$ cat config.mk
export PLATFORM = sky130hd
export DESIGN_NAME = fma_issue
export DESIGN_NICKNAME = d
export VERILOG_FILES = /design/src/rtl/fma_issue.sv
export SDC_FILE = /design/constraint.sdc
export NUM_CORES = 1
export LEC_CHECK = 0
export ABC_CLOCK_PERIOD_IN_PS = 11700
export BUFFER_PORTS_ARGS = -buffer_cell sky130_fd_sc_hd__clkbuf_2
export CORE_MARGIN = 2
export CORE_UTILIZATION = 30
export CTS_CLUSTER_DIAMETER = 100
export DETAILED_ROUTE_END_ITERATION = 8
export SYNTH_ARGS = -nofsm -noshare
export SYNTH_HDL_FRONTEND = slang
export SYNTH_SLANG_ARGS = --single-unit
$ cat constraint.sdc
create_clock -name clk -period 11.7 [get_ports clk]
set_input_delay 1.755 -clock clk [delete_from_list [all_inputs] [get_ports clk]]
set_output_delay 1.755 -clock clk [all_outputs]
set_load 0.01 [all_outputs]
$ cat src/rtl/fma_issue.sv
// Issue/return wrapper around a fixed-latency FMA: shadow tag pipeline plus in-order result FIFO.
// Optional `FMA_ISSUE_PERF_EN builds the issued/stall performance counters; otherwise they read 0.
module fma_issue #(
    parameter int FW    = 32,
    parameter int LAT   = 21,
    parameter int TAGW  = 6,
    parameter int DEPTH = 4
) (
    input  logic            clk,
    input  logic            rstn,
    input  logic            in_valid,
    output logic            in_ready,
    input  logic [FW-1:0]   in_a,
    input  logic [FW-1:0]   in_b,
    input  logic [FW-1:0]   in_c,
    input  logic            in_mode,
    input  logic [TAGW-1:0] in_tag,
    output logic [FW-1:0]   fma_a,
    output logic [FW-1:0]   fma_b,
    output logic [FW-1:0]   fma_c,
    output logic            fma_mode,
    output logic            fma_clken,
    input  logic [FW-1:0]   fma_out,
    output logic            out_valid,
    input  logic            out_ready,
    output logic [FW-1:0]   out_data,
    output logic [TAGW-1:0] out_tag,
    output logic [31:0]     perf_issued,
    output logic [31:0]     perf_stall
);
    localparam int AW = $clog2(DEPTH);

    logic [LAT-1:0]  vld_p;
    logic [TAGW-1:0] tag_p [LAT];
    logic [FW-1:0]   mem_d [DEPTH];
    logic [TAGW-1:0] mem_t [DEPTH];
    logic [AW-1:0]   rd_ptr, wr_ptr, rd_nxt;
    logic [AW:0]     count;
    logic            vld_last, full, accept, push, pop;

    assign fma_a    = in_a;
    assign fma_b    = in_b;
    assign fma_c    = in_c;
    assign fma_mode = in_mode;

    assign vld_last  = vld_p[LAT-1];
    assign full      = (count == (AW+1)'(DEPTH));
    // Conservative stall: a pop in the same cycle does not release it.
    assign fma_clken = !(vld_last && full);
    assign in_ready  = fma_clken;
    assign accept    = in_valid && in_ready;
    assign push      = fma_clken && vld_last;
    assign out_valid = (count != '0);
    assign pop       = out_valid && out_ready;
    assign rd_nxt    = rd_ptr + AW'(1);

    // Shadow pipeline stage boundary: valid/tag advance in lockstep with the FMA.
    always_ff @(posedge clk) begin
        if (!rstn)
            vld_p <= '0;
        else if (fma_clken)
            vld_p <= {vld_p[LAT-2:0], accept};
    end

    always_ff @(posedge clk) begin
        if (fma_clken) begin
            tag_p[0] <= in_tag;
            for (int i = 1; i < LAT; i++)
                tag_p[i] <= tag_p[i-1];
        end
    end

    // Result FIFO boundary: storage, pointers and registered head.
    always_ff @(posedge clk) begin
        if (push) begin
            mem_d[wr_ptr] <= fma_out;
            mem_t[wr_ptr] <= tag_p[LAT-1];
        end
    end

    always_ff @(posedge clk) begin
        if (!rstn) begin
            rd_ptr <= '0;
            wr_ptr <= '0;
            count  <= '0;
        end else begin
            if (push)
                wr_ptr <= wr_ptr + AW'(1);
            if (pop)
                rd_ptr <= rd_nxt;
            count <= count + (AW+1)'(push) - (AW+1)'(pop);
        end
    end

    // Head mirrors mem[rd_ptr]; the write bypass covers a push into an empty or draining FIFO.
    always_ff @(posedge clk) begin
        if (!rstn) begin
            out_data <= '0;
            out_tag  <= '0;
        end else if (pop) begin
            if (count > (AW+1)'(1)) begin
                out_data <= mem_d[rd_nxt];
                out_tag  <= mem_t[rd_nxt];
            end else if (push) begin
                out_data <= fma_out;
                out_tag  <= tag_p[LAT-1];
            end
        end else if (!out_valid && push) begin
            out_data <= fma_out;
            out_tag  <= tag_p[LAT-1];
        end
    end

`ifdef FMA_ISSUE_PERF_EN
    logic [31:0] issued_q, stall_q;

    always_ff @(posedge clk) begin
        if (!rstn) begin
            issued_q <= '0;
            stall_q  <= '0;
        end else begin
            if (accept)
                issued_q <= issued_q + 32'd1;
            if (!fma_clken)
                stall_q <= stall_q + 32'd1;
        end
    end

    assign perf_issued = issued_q;
    assign perf_stall  = stall_q;
`else
    assign perf_issued = '0;
    assign perf_stall  = '0;
`endif

endmodule

==> flow_metrics.env <==
export IMPL_routabilityCongestion=0.698
export IMPL_p_leak_nw=5.46
export IMPL_placed_area_um2=13700
export IMPL_synth_most_common_cell="edfxtp_1"
export IMPL_hold_viol=0
export IMPL_cts_hold_buf=0
export IMPL_synth_distinct_cells=33
export IMPL_worst_ep_required_time_ns=9.95
export IMPL_portBuffers=82
export IMPL_globalRoute_totalOverflow=0
export IMPL_ys_top_cells_by_count="edfxtp_1 (278), buf_4 (164), dfxtp_1 (66)"
export IMPL_antenna_found_initial=1
export IMPL_worst_pin_slew_ns=1.20
export IMPL_power_density_nw_per_um2=206
export IMPL_cpPeakStageDelay_ns=0.97
export IMPL_yosys_warnings=0
export IMPL_syn_to_final_growth_pct=8.97
export IMPL_synth_top_cell_area_share_pct=61.1
export IMPL_synth_edff_count=278
export IMPL_worstSetupPathType="reg -> out"
export IMPL_cap_violations=0
export IMPL_fin_skew_ns=0.0209
export IMPL_grt_max_degree=87
export IMPL_vias=6587
export IMPL_setup_violations=0
export IMPL_synthArstFlopShare_pct=0
export IMPL_min_period_ns=4.84
export IMPL_syn_inst=854
export IMPL_synth_top_area_cell="edfxtp_1"
export IMPL_clock_sinks=344
export IMPL_ys_seq_area_share_pct=70.8
export IMPL_diodes=0
export IMPL_cts_setup_buffers=0
export IMPL_cts_tree="yes"
export IMPL_worst_path_max_delay_cell="and2_0"
export IMPL_cp_data_arrival_time_ns=3.09
export IMPL_io_pin_count=341
export IMPL_grt_setup_unrepaired="false"
export IMPL_drive_gt1_share_pct=22.6
export IMPL_dieArea_um2=47200
export IMPL_die_x_um=217
export IMPL_core_um2=45200
export IMPL_cp_end_kind="output pin"
export IMPL_final_antenna_net_count=0
export IMPL_syn_area_um2=13700
export IMPL_total_power_mw=3.07
export IMPL_tns_ns=0
export IMPL_n_fill_cell=4358
export IMPL_root_buffer="clkbuf_16"
export IMPL_synthTopCellsByArea="edfxtp_1 (61%), dfxtp_1 (9.7%), buf_4 (9.0%)"
export IMPL_vdd_drop_max_v=0.000125
export IMPL_cp_cell_sequence="nor3b_1 > and2_0 > inv_6 > clkbuf_2"
export IMPL_numCtsBuffers=36
export IMPL_viasPerCell=4.50
export IMPL_die_h_um=217
export IMPL_cts_resized=0
export IMPL_whs_ns=0.413
export IMPL_grt_pass1_wl_mm=40.2
export IMPL_hp_class="reg -> reg"
export IMPL_drt_pass1_iterations=5
export IMPL_ys_ff_latch=344
export IMPL_status="finished clean"
export IMPL_dr_first_iter_drc_count=509
export IMPL_relSlewSlack_pct=19.7
export IMPL_grt_pass1_vias=6322
export IMPL_initial_core_util_pct=30.2
export IMPL_final_area_um2=14900
export IMPL_syn_avg_cell_area_um2=16.0
export IMPL_clock_path_buffers=3
export IMPL_slew_violations=0
export IMPL_final_period_utilization_pct=41.4
export IMPL_max_freq_mhz=206
export IMPL_rows=78
export IMPL_htreeDepth=2
export IMPL_post_drt_wl_per_cell_um=18.9
export IMPL_hpwlAfterDp_mm=17.3
export IMPL_totalWireLength_mm=27.6
export IMPL_ys_flop_type="edfxtp_1"
export IMPL_nets=987
export IMPL_path_max_fanout=86
export IMPL_drcViolationCount=0
export IMPL_clock_latency_ns=0.52
export IMPL_start_kind="register"
export IMPL_clkTransAtPathRegs_ns=0.06
export IMPL_track_usage_pct=11.4
## worst max-delay path, delay by kind of cell (launching register included)
kind | cells | cell delay, ns
simple gates | 2 | 1.26
buf+inv | 2 | 0.78
flops | 1 | 0.47
## routing by layer
metal | vias up | GRT usage (%) | routed length (µm) | part of all wire [%]
met5 | - | 0 | 10 | 0.036
met4 | 2 | 7.01 | 1480 | 5.4
met3 | 99 | 3.89 | 2340 | 8.5
met2 | 278 | 19.3 | 13800 | 50
met1 | 3250 | 12.3 | 9950 | 36
li1 | 2958 | - | - | -
## power by group
part / internal, mW / switching [mW] / total, mW / leakage, nW
clock network: 0.658 / 0.449 / 1.11 / 0.561
logic: 0.192 / 0.310 / 0.502 / 1.65
registers: 1.40 / 0.0570 / 1.46 / 3.24
## flip-flops by register name, indices dropped and copies added, names as in the netlist
signal / cells
count: 3
mem_d: 128
wr_ptr: 2
tag_p: 126
rd_ptr: 2
mem_t: 24
out_tag: 6
vld_p: 21
out_data: 32
## through the flow
stage / util, % / cells / setup WS, ns
2_1_floorplan: - / 917 / 4.90
5_1_grt: 32.9 / 1463 / 6.46
3_3_place_gp: 30.4 / 1400 / 7.44
4_1_cts: 32.9 / 1463 / 6.82
3_5_place_dp: 30.4 / 1400 / 7.40
6_report: 32.9 / 1463 / 6.86
## cell usage in the layout (no fill, tap or decap), drive strengths merged
cell type / synthesis / layout
nand2: 41 / 41
nor2b: 3 / 3
or3: 1 / 1
inv: 8 / 9
nor3b: 2 / 2
fa: 1 / 1
o31a: 1 / 1
bufinv: 0 / 3
buf: 178 / 11
mux2: 1 / 1
clkinv: 0 / 13
clkbuf: 32 / 126
mux2i: 1 / 1
ha: 9 / 9
a21bo: 1 / 1
xnor2: 2 / 2
o21ai: 40 / 40
conb: 1 / 64
and2: 11 / 11
clkinvlp: 0 / 2
a21boi: 21 / 21
o21a: 2 / 2
nand3: 38 / 38
xor2: 2 / 2
edfxtp: 278 / 278
dfxtp: 66 / 66
nand4: 38 / 38
o211a: 38 / 38
mux4: 38 / 38
## layout make-up
cell class                      count  area, µm²  share of cell area [%]
Sequential cell                   344       9670                    65.0
Clock inverter                     19        178                    1.19
Clock buffer                       44        972                    6.53
Tap cell                          600        751                    5.04
Inverter                            8       35.0                   0.235
Timing Repair Buffer               93        493                    3.31
Multi-Input combinational cell    355       2780                    18.7
## kinds of logic (layout without fill, tap and decap cells)
kind of cell | Yosys count | after routing | synth area share (%)
compound gates | 103 | 103 | 5.65
other cells | 1 | 64 | 0.0275
simple gates | 134 | 134 | 5.11
fa+ha+maj | 10 | 10 | 0.971
xor+xnor | 4 | 4 | 0.257
buf+inv | 218 | 164 | 10.7
flops | 344 | 344 | 70.8
mux | 40 | 40 | 6.45
## final timing paths
kind | start | to | slack (ns) | cells past startpoint
setup / recovery | count[2] | fma_clken | 6.86 | 4
hold / removal | tag_p[0][18] | tag_p[0][24] | 0.41 | 0
setup reg to reg | count[1] | tag_p[2][20] | 8.45 | 4
hold reg to reg | tag_p[0][18] | tag_p[0][24] | 0.41 | 0
Note: power is estimated with default switching activity, not from simulation.
